==> config.mk <==
export PLATFORM = sky130hd
export DESIGN_NAME = cmd_uart_wrapper
export DESIGN_NICKNAME = d
export VERILOG_FILES = /design/src/rtl/knight_pkg.sv /design/src/rtl/uart_xcvr.sv /design/src/rtl/cmd_uart_wrapper.sv
export SDC_FILE = /design/constraint.sdc
export NUM_CORES = 1
export LEC_CHECK = 0
export BUFFER_PORTS_ARGS = -buffer_cell sky130_fd_sc_hd__buf_4
export CAP_MARGIN = 20
export CORE_MARGIN = 2
export CORE_UTILIZATION = 50
export DETAILED_ROUTE_END_ITERATION = 8
export GPL_ROUTABILITY_DRIVEN = 0
export PLACE_DENSITY = 0.79
export SETUP_SLACK_MARGIN = 0.15
export SYNTH_ARGS = -nofsm -noshare
export SYNTH_HDL_FRONTEND = slang
export SYNTH_SLANG_ARGS = --single-unit
export TNS_END_PERCENT = 10
==> constraint.sdc <==
create_clock -name clk -period 3 [get_ports clk]
set_input_delay 0.15 -clock clk [delete_from_list [all_inputs] [get_ports clk]]
set_output_delay 0.15 -clock clk [all_outputs]
set_load 0.02 [all_outputs]
==> src/rtl/knight_pkg.sv <==
// Shared types and constants for the Knight-side remote command link.
// Holds the assembler state encoding, the positive-ack byte and the default baud divisor.
package knight_pkg;

   typedef enum logic {
      HIGH = 1'b0,
      LOW  = 1'b1
   } asm_state_t;

   localparam logic [7:0]  POS_ACK      = 8'hA5;
   localparam int unsigned BAUD_DIV_50M = 2604;
   localparam int unsigned BAUD_CNT_W   = 12;

endpackage

==> src/rtl/uart_xcvr.sv <==
// 8N1 UART transceiver: synchronized RX engine with framing check, and TX engine.
// RX and TX share nothing but clk/rst_n and may run simultaneously.
module uart_xcvr
   import knight_pkg::*;
#(
   parameter int unsigned BAUD_DIV = BAUD_DIV_50M
) (
   input  logic       clk,
   input  logic       rst_n,
   input  logic       RX,
   output logic       TX,
   output logic       rx_rdy,
   output logic [7:0] rx_data,
   input  logic       trmt,
   input  logic [7:0] tx_data,
   output logic       tx_done
);

   localparam logic [BAUD_CNT_W-1:0] BAUD_FULL = BAUD_CNT_W'(BAUD_DIV);
   localparam logic [BAUD_CNT_W-1:0] BAUD_HALF = BAUD_CNT_W'(BAUD_DIV / 2);

   logic                  rx_meta_q, rx_sync_q, rx_prev_q;
   logic                  rx_busy_q, rx_busy_d;
   logic [BAUD_CNT_W-1:0] rx_cnt_q, rx_cnt_d;
   logic [3:0]            rx_bit_q, rx_bit_d;
   logic [8:0]            rx_shift_q, rx_shift_d;

   logic                  tx_busy_q, tx_busy_d;
   logic [BAUD_CNT_W-1:0] tx_cnt_q, tx_cnt_d;
   logic [3:0]            tx_bit_q, tx_bit_d;
   logic [9:0]            tx_shift_q, tx_shift_d;
   logic                  tx_done_q, tx_done_d;

   // NOTE: every variable gets its default before any branch so no latch can be inferred.
   always_comb begin
      rx_busy_d  = rx_busy_q;
      rx_cnt_d   = rx_cnt_q;
      rx_bit_d   = rx_bit_q;
      rx_shift_d = rx_shift_q;
      rx_rdy     = 1'b0;
      if (!rx_busy_q) begin
         if (rx_prev_q && !rx_sync_q) begin
            rx_busy_d = 1'b1;
            rx_cnt_d  = BAUD_HALF;
            rx_bit_d  = 4'd0;
         end
      end else if (rx_cnt_q == BAUD_CNT_W'(1)) begin
         rx_cnt_d = BAUD_FULL;
         if (rx_bit_q == 4'd9) begin
            // A low stop bit is a framing error: drop the byte silently.
            rx_busy_d = 1'b0;
            rx_rdy    = rx_sync_q;
         end else begin
            rx_shift_d = {rx_sync_q, rx_shift_q[8:1]};
            rx_bit_d   = rx_bit_q + 4'd1;
         end
      end else begin
         rx_cnt_d = rx_cnt_q - BAUD_CNT_W'(1);
      end
   end

   assign rx_data = rx_shift_q[8:1];

   always_comb begin
      tx_busy_d  = tx_busy_q;
      tx_cnt_d   = tx_cnt_q;
      tx_bit_d   = tx_bit_q;
      tx_shift_d = tx_shift_q;
      tx_done_d  = tx_done_q;
      if (!tx_busy_q) begin
         if (trmt) begin
            tx_busy_d  = 1'b1;
            tx_shift_d = {1'b1, tx_data, 1'b0};
            tx_cnt_d   = BAUD_FULL - BAUD_CNT_W'(1);
            tx_bit_d   = 4'd0;
            tx_done_d  = 1'b0;
         end
      end else if (tx_cnt_q == '0) begin
         tx_shift_d = {1'b1, tx_shift_q[9:1]};
         tx_cnt_d   = BAUD_FULL - BAUD_CNT_W'(1);
         if (tx_bit_q == 4'd9) begin
            tx_busy_d = 1'b0;
            tx_done_d = 1'b1;
         end else begin
            tx_bit_d = tx_bit_q + 4'd1;
         end
      end else begin
         tx_cnt_d = tx_cnt_q - BAUD_CNT_W'(1);
      end
   end

   assign TX      = tx_shift_q[0];
   assign tx_done = tx_done_q;

   // NOTE: sequential state uses non-blocking assignments only, so every flop sees pre-edge values.
   always_ff @(posedge clk or negedge rst_n) begin
      if (!rst_n) begin
         // NOTE: the synchronizer and TX shifter reset to the idle-line level (1), not 0.
         rx_meta_q  <= 1'b1;
         rx_sync_q  <= 1'b1;
         rx_prev_q  <= 1'b1;
         rx_busy_q  <= 1'b0;
         rx_cnt_q   <= '0;
         rx_bit_q   <= '0;
         rx_shift_q <= '0;
         tx_busy_q  <= 1'b0;
         tx_cnt_q   <= '0;
         tx_bit_q   <= '0;
         tx_shift_q <= '1;
         tx_done_q  <= 1'b0;
      end else begin
         rx_meta_q  <= RX;
         rx_sync_q  <= rx_meta_q;
         rx_prev_q  <= rx_sync_q;
         rx_busy_q  <= rx_busy_d;
         rx_cnt_q   <= rx_cnt_d;
         rx_bit_q   <= rx_bit_d;
         rx_shift_q <= rx_shift_d;
         tx_busy_q  <= tx_busy_d;
         tx_cnt_q   <= tx_cnt_d;
         tx_bit_q   <= tx_bit_d;
         tx_shift_q <= tx_shift_d;
         tx_done_q  <= tx_done_d;
      end
   end

endmodule

==> src/rtl/cmd_uart_wrapper.sv <==
// Assembles two UART bytes (high first) into a 16-bit command and sends one response byte.
// Define CMD_UART_TIMEOUT_EN to abandon a lone high byte after TIMEOUT_CLKS idle clocks.
module cmd_uart_wrapper
   import knight_pkg::*;
#(
   parameter int unsigned BAUD_DIV     = BAUD_DIV_50M,
   parameter int unsigned TIMEOUT_CLKS = 2500000
) (
   input  logic        clk,
   input  logic        rst_n,
   input  logic        RX,
   output logic        TX,
   input  logic        clr_cmd_rdy,
   output logic        cmd_rdy,
   output logic [15:0] cmd,
   input  logic        trmt,
   input  logic [7:0]  resp,
   output logic        tx_done
);

   logic        rx_rdy;
   logic [7:0]  rx_data;
   logic        tmo_hit;

   asm_state_t  state_q, state_d;
   logic [15:0] cmd_q, cmd_d;
   logic        cmd_rdy_q, cmd_rdy_d;

   uart_xcvr #(.BAUD_DIV(BAUD_DIV)) u_xcvr (
      .clk    (clk),
      .rst_n  (rst_n),
      .RX     (RX),
      .TX     (TX),
      .rx_rdy (rx_rdy),
      .rx_data(rx_data),
      .trmt   (trmt),
      .tx_data(resp),
      .tx_done(tx_done)
   );

`ifdef CMD_UART_TIMEOUT_EN
   localparam int unsigned TMO_W = $clog2(TIMEOUT_CLKS);

   logic [TMO_W-1:0] tmo_q, tmo_d;

   always_comb begin
      tmo_d   = (state_q == LOW) ? tmo_q + TMO_W'(1) : '0;
      tmo_hit = (state_q == LOW) && (tmo_q == TMO_W'(TIMEOUT_CLKS - 1));
   end

   always_ff @(posedge clk or negedge rst_n) begin
      if (!rst_n) tmo_q <= '0;
      else        tmo_q <= tmo_d;
   end
`else
   assign tmo_hit = 1'b0;
`endif

   // A set in the same cycle as clr_cmd_rdy wins because it is assigned last.
   always_comb begin
      state_d   = state_q;
      cmd_d     = cmd_q;
      cmd_rdy_d = cmd_rdy_q;
      if (clr_cmd_rdy) cmd_rdy_d = 1'b0;
      case (state_q)
         HIGH: if (rx_rdy) begin
            cmd_d[15:8] = rx_data;
            cmd_rdy_d   = 1'b0;
            state_d     = LOW;
         end
         LOW: if (rx_rdy) begin
            cmd_d[7:0] = rx_data;
            cmd_rdy_d  = 1'b1;
            state_d    = HIGH;
         end else if (tmo_hit) begin
            state_d = HIGH;
         end
         default: state_d = HIGH;
      endcase
   end

   always_ff @(posedge clk or negedge rst_n) begin
      if (!rst_n) begin
         state_q   <= HIGH;
         cmd_q     <= '0;
         cmd_rdy_q <= 1'b0;
      end else begin
         state_q   <= state_d;
         cmd_q     <= cmd_d;
         cmd_rdy_q <= cmd_rdy_d;
      end
   end

   assign cmd     = cmd_q;
   assign cmd_rdy = cmd_rdy_q;

endmodule

* Yosys cells after proc, flatten, opt, wreduce, memory -nomap -nowiden *
Cells that the tools add are included.

word-level totals
  bits of input ports = 13
  logic and storage cells = 81
  bits in registers = 75

cells by class
  bitwise gates (word level) = 2
  equal/unequal tests = 8
  reductions and logical operators = 12
  $add $sub $neg = 4
  mux-type cells = 39

operators by type and width
  operator                                                                count
  12-bit 2-to-1 mux                                                       6
  4-bit 2-to-1 mux                                                        8
  10-bit 2-to-1 mux                                                       3
  12-bit by 1-bit subtractor with 12-bit output, second input constant    2
  1-bit 2-to-1 mux                                                        20
  12-bit by 1-bit equality test with 1-bit output, second input constant  1
  12-bit zero test                                                        1
  3-bit AND reduction                                                     4
  2-bit inequality test, second input constant                            5
  4-bit by 1-bit adder with 4-bit output, second input constant           2
  4-bit equality test, second input constant                              2
  2-bit AND reduction                                                     3
  1-bit one-hot mux with 2 select lines                                   2
  2-bit nonzero test                                                      2
  1-bit inverter                                                          2
  1-bit logical AND                                                       1
  1-bit zero test                                                         1

* Longest topological paths before layout *
  depth after elaboration = 6
  gate-level depth with buffers = 8
  depth with buffers taken out = 7

* Cells and area by module *
A second synthesis with hierarchy kept.

unflattened totals
  cells, all modules = 324
  area, all modules = 3668.5 µm²

by module, submodules not included
  module            area each (µm²)  seq. area each (µm²)  times used  cells an instance
  uart_xcvr         2907.8           1391.3                1           281
  cmd_uart_wrapper  760.7            450.4                 1           43

* Worst setup path after synthesis *
OpenSTA, ideal clock, no wires.

  path type = flip-flop to flip-flop
  from = register u_xcvr.rx_cnt_q[1]
  to = register cmd_q[0], in the netlist cmd[0]
  setup slack = 0.493 ns
  stages on the path, launching flop included = 9
  data required time = 2.875 ns
  period minus slack after synthesis = 2.507 ns
  data arrival time = 2.383 ns
  path through = dfrtp_1 > inv_1 > ha_1 > or4b_1 > nor3_4 > and3_1 > ha_1 > clkbuf_1 > mux2_2

between the ends
  cells in the longest elaborated chain, start to end = 4

ends and longest elaborated chain
  element                                          RTL line                text
  start: declaration                               uart_xcvr.sv:24         logic [BAUD_CNT_W-1:0] rx_cnt_q, rx_cnt_d;
  start signal: assignment                         uart_xcvr.sv:116        rx_cnt_q <= rx_cnt_d;
  12-bit by 1-bit equality test with 1-bit output  uart_xcvr.sv:47         end else if (rx_cnt_q == BAUD_CNT_W'(1)) begin
  1-bit 2-to-1 mux                                 uart_xcvr.sv:47
  1-bit 2-to-1 mux                                 uart_xcvr.sv:41         if (!rx_busy_q) begin
  2-bit AND reduction (no line)                    n/a
  end signal: assignment                           cmd_uart_wrapper.sv:89  cmd_q <= cmd_d;
  end: declaration                                 cmd_uart_wrapper.sv:26  logic [15:0] cmd_q, cmd_d;

Every way passes these cells.
A chain may end at the register's enable or synchronous reset.

* Worst setup path after layout *
  from = register u_xcvr.rx_cnt_q[1]
  to = register cmd_q[6], in the netlist cmd[6]

Same word-level chain as after synthesis.

==> results.json <==
{
  "status": "finished, final reports clean",
  "cts_hold_buf": 2,
  "maxCapViolCount": 0,
  "firstDrtPassIters": 4,
  "synth_cell_types": 52,
  "synth-edff-count": 0,
  "switching_share_pct": 30.7,
  "avgSynthCellArea_sq_um": 11.1,
  "p_int_mw": 1.62,
  "switchingPower_mw": 0.715,
  "fill_cells": 542,
  "core_area_sq_um": 6760,
  "ioPinCount": 32,
  "first_global_vias": 2506,
  "critPathKind": "register to register",
  "cts.sinks": 73,
  "period_share_pct": 85.8,
  "die_w_um": 87.5,
  "place_hpwl_mm": 4.40,
  "cp-startpoint": "u_xcvr.rx_cnt_q[1]$_DFFE_PN0P_",
  "vias": 2489,
  "track_usage_pct": 18.7,
  "regToRegSetupSlack_ps": 430,
  "drt-initial-drc-count": 120,
  "seq_area_frac_synth_pct": 52.8,
  "grt_pass1_wl_mm": 11.4,
  "areaGrowthSynthToFinish_pct": 14.2,
  "r2r_end": "cmd[6]$_DFFE_PN0P_",
  "clock.fmax_mhz": 389,
  "max-vdd-ir-drop_mv": 0.313,
  "syn_inst": 313,
  "holdCritPathClass": "input port to register",
  "ys_warn_count": 0,
  "p_clk_share_pct": 28.8,
  "cts_resized": 0,
  "power.density_nw_per_um2": 585,
  "clk_latency_ps": 340,
  "min_period_ps": 2570,
  "drive_gt1_share_pct": 27.4,
  "final-max-slew-violation-count": 0,
  "post-route-util_pct": 58.9,
  "cp-start-kind": "register",
  "chipHeight_um": 87.5,
  "r2r-start": "u_xcvr.rx_cnt_q[1]$_DFFE_PN0P_",
  "grt_overflow_total": 0,
  "ant_nets": 0,
  "timing.critical_path.to_type": "register",
  "die-area_sq_um": 7660,
  "hp-start": "resp[7]",
  "critPathMaxFanout": 8,
  "numPortBuffers": 31,
  "timing.hold.ws_ps": 55.4,
  "holdPathEnd": "u_xcvr.tx_shift_q[8]$_DFFE_PN1P_",
  "setup_violations": 0,
  "cts.htree.levels": 3,
  "finalHoldViolCount": 0,
  "skew_ps": 9.69,
  "required_ps": 3220,
  "drt-total-wl_mm": 6.48,
  "syn-num-nets": 336,
  "seq_area_sq_um": 1840,
  "cts.clk_slew.worst_paths_ps": 80,
  "row_count": 30,
  "finalSetupTns_ps": 0,
  "clockRootBuffer": "clkbuf_8",
  "syn-cell-area_sq_um": 3490,
  "ff2ff_path_depth": 7,
  "multi_input_area_sq_um": 1520,
  "dp_cells": 416,
  "num-nets-final": 372,
  "viasPerCell": 5.74,
  "worst_pin_slew_ps": 895,
  "async_reset_ff_share_pct": 100,
  "grt_max_degree": 74,
  "antenna_found_initial": 0,
  "finalNonFillerCells": 434,
  "ctsLongestPathBuffers": 2,
  "post_cts_buffers": 0,
  "post-route-drc-count": 0,
  "min_path_cells": 3,
  "wl_per_cell_um": 14.9,
  "slew_headroom_pct": 40.4,
  "combPwrFrac_pct": 16.2,
  "rsz0062_at_grt": "no",
  "ys.flop_type": "dfrtp_1",
  "layout.cells.most_common_list": "61 x dfrtp_1, 33 x buf_4, 25 x a21oi_1",
  "layout_commonest_cell": "dfrtp_1",
  "diodes": 0,
  "synth-seq-cells": 73,
  "start_util_pct": 51.6,
  "seqPwrFrac_pct": 55.0,
  "cts_tree": "built",
  "leakagePower_nw": 1.79,
  "worstPathArrival_ps": 2790,
  "cts_buffers": 9
}
-- cell families (layout without fill, tap and decap cells) --
family | after synthesis | after routing | synth area share [%]
and+or+nand+nor | 92 | 92 | 16.3
muxes | 25 | 25 | 8.04
AOI/OAI and AO/OA | 73 | 73 | 13.4
DFF | 73 | 73 | 52.8
xor gates and xnor gates | 9 | 9 | 2.26
buffers and inverters | 31 | 72 | 3.59
adders and majority gates | 10 | 10 | 3.59
-- per-stage QoR --
step	power, mW	instance area, sq um	setup WS [ps]
2_1_floorplan	1.55	3490	493
3_3_place_gp	1.64	3790	511
3_5_place_dp	1.67	3790	429
4_1_cts	2.35	3980	386
5_1_grt	2.46	3980	299
6_report	2.33	3980	427
-- cell usage after synthesis (4+ instances only) --
cell type | count | area (sq um)
xnor2_1 | 5 | 43.8
nor3_1 | 9 | 45.0
a21oi_1 | 25 | 125
o21ai_0 | 16 | 80.1
dfstp_2 | 12 | 315
clkbuf_1 | 7 | 26.3
xor2_1 | 4 | 35.0
or3_1 | 6 | 37.5
o22ai_1 | 8 | 50.1
nand3_1 | 8 | 40.0
nand2b_1 | 5 | 31.3
nor2_1 | 14 | 52.6
dfrtp_1 | 61 | 1530
nand2_1 | 13 | 48.8
inv_1 | 21 | 78.8
nor4_1 | 4 | 25.0
or4_1 | 4 | 30.0
nor2b_1 | 4 | 25.0
mux2_2 | 24 | 270
ha_1 | 10 | 125
-- power by group through the flow --
stage	Sequential (mW)	Combinational (mW)	Clock [mW]
final	1.28	0.377	0.672
after global routing	1.31	0.423	0.734
after CTS	1.28	0.382	0.696
after detailed placement	1.29	0.375	0
after global placement	1.28	0.358	0
after floorplan	1.25	0.294	0
-- metal layers --
metal	track usage (%)	wire length, um
met3	5.12	242
met1	24.4	3040
met4	5.59	59
met5	0	0
met2	30.8	3140
-- sequential cells by signal, indices dropped and copies added, names as in the netlist --
name / cells
cmd: 16
cmd_rdy: 1
state_q: 1
u_xcvr.rx_bit_q: 4
u_xcvr.rx_busy_q: 1
u_xcvr.rx_cnt_q: 12
u_xcvr.rx_meta_q: 1
u_xcvr.rx_prev_q: 1
u_xcvr.rx_shift_q: 8
u_xcvr.rx_sync_q: 1
u_xcvr.tx_bit_q: 4
u_xcvr.tx_busy_q: 1
u_xcvr.tx_cnt_q: 12
u_xcvr.tx_done: 1
u_xcvr.tx_shift_q: 9
-- area by class of cell --
class | count | share of cell area, %
timing repair buffer | 35 | 6.72
sequential | 73 | 46.2
multi-input combinational | 209 | 38.2
clock buffer | 11 | 3.55
clock inverter | 5 | 0.817
tap | 80 | 2.51
inverter | 21 | 1.98
-- worst max path at each step --
stage / to / slack [ps] / cells after the start
global route: cmd[4]$_DFFE_PN0P_ / 300 / 7
detailed placement: cmd[6]$_DFFE_PN0P_ / 430 / 7
floorplan: cmd[0]$_DFFE_PN0P_ / 490 / 8
finish: cmd[6]$_DFFE_PN0P_ / 430 / 7
global placement: cmd[6]$_DFFE_PN0P_ / 510 / 7
CTS: cmd[6]$_DFFE_PN0P_ / 390 / 7
-- worst max-delay path: stages (launching register included) --
cell and delay (ps):
dfrtp_1 380, inv_1 110, ha_1 170, or4b_1 570, nor3_4 170, and3_1 250, ha_1 430, mux2_2 390
(Power assumes the default switching activity.)
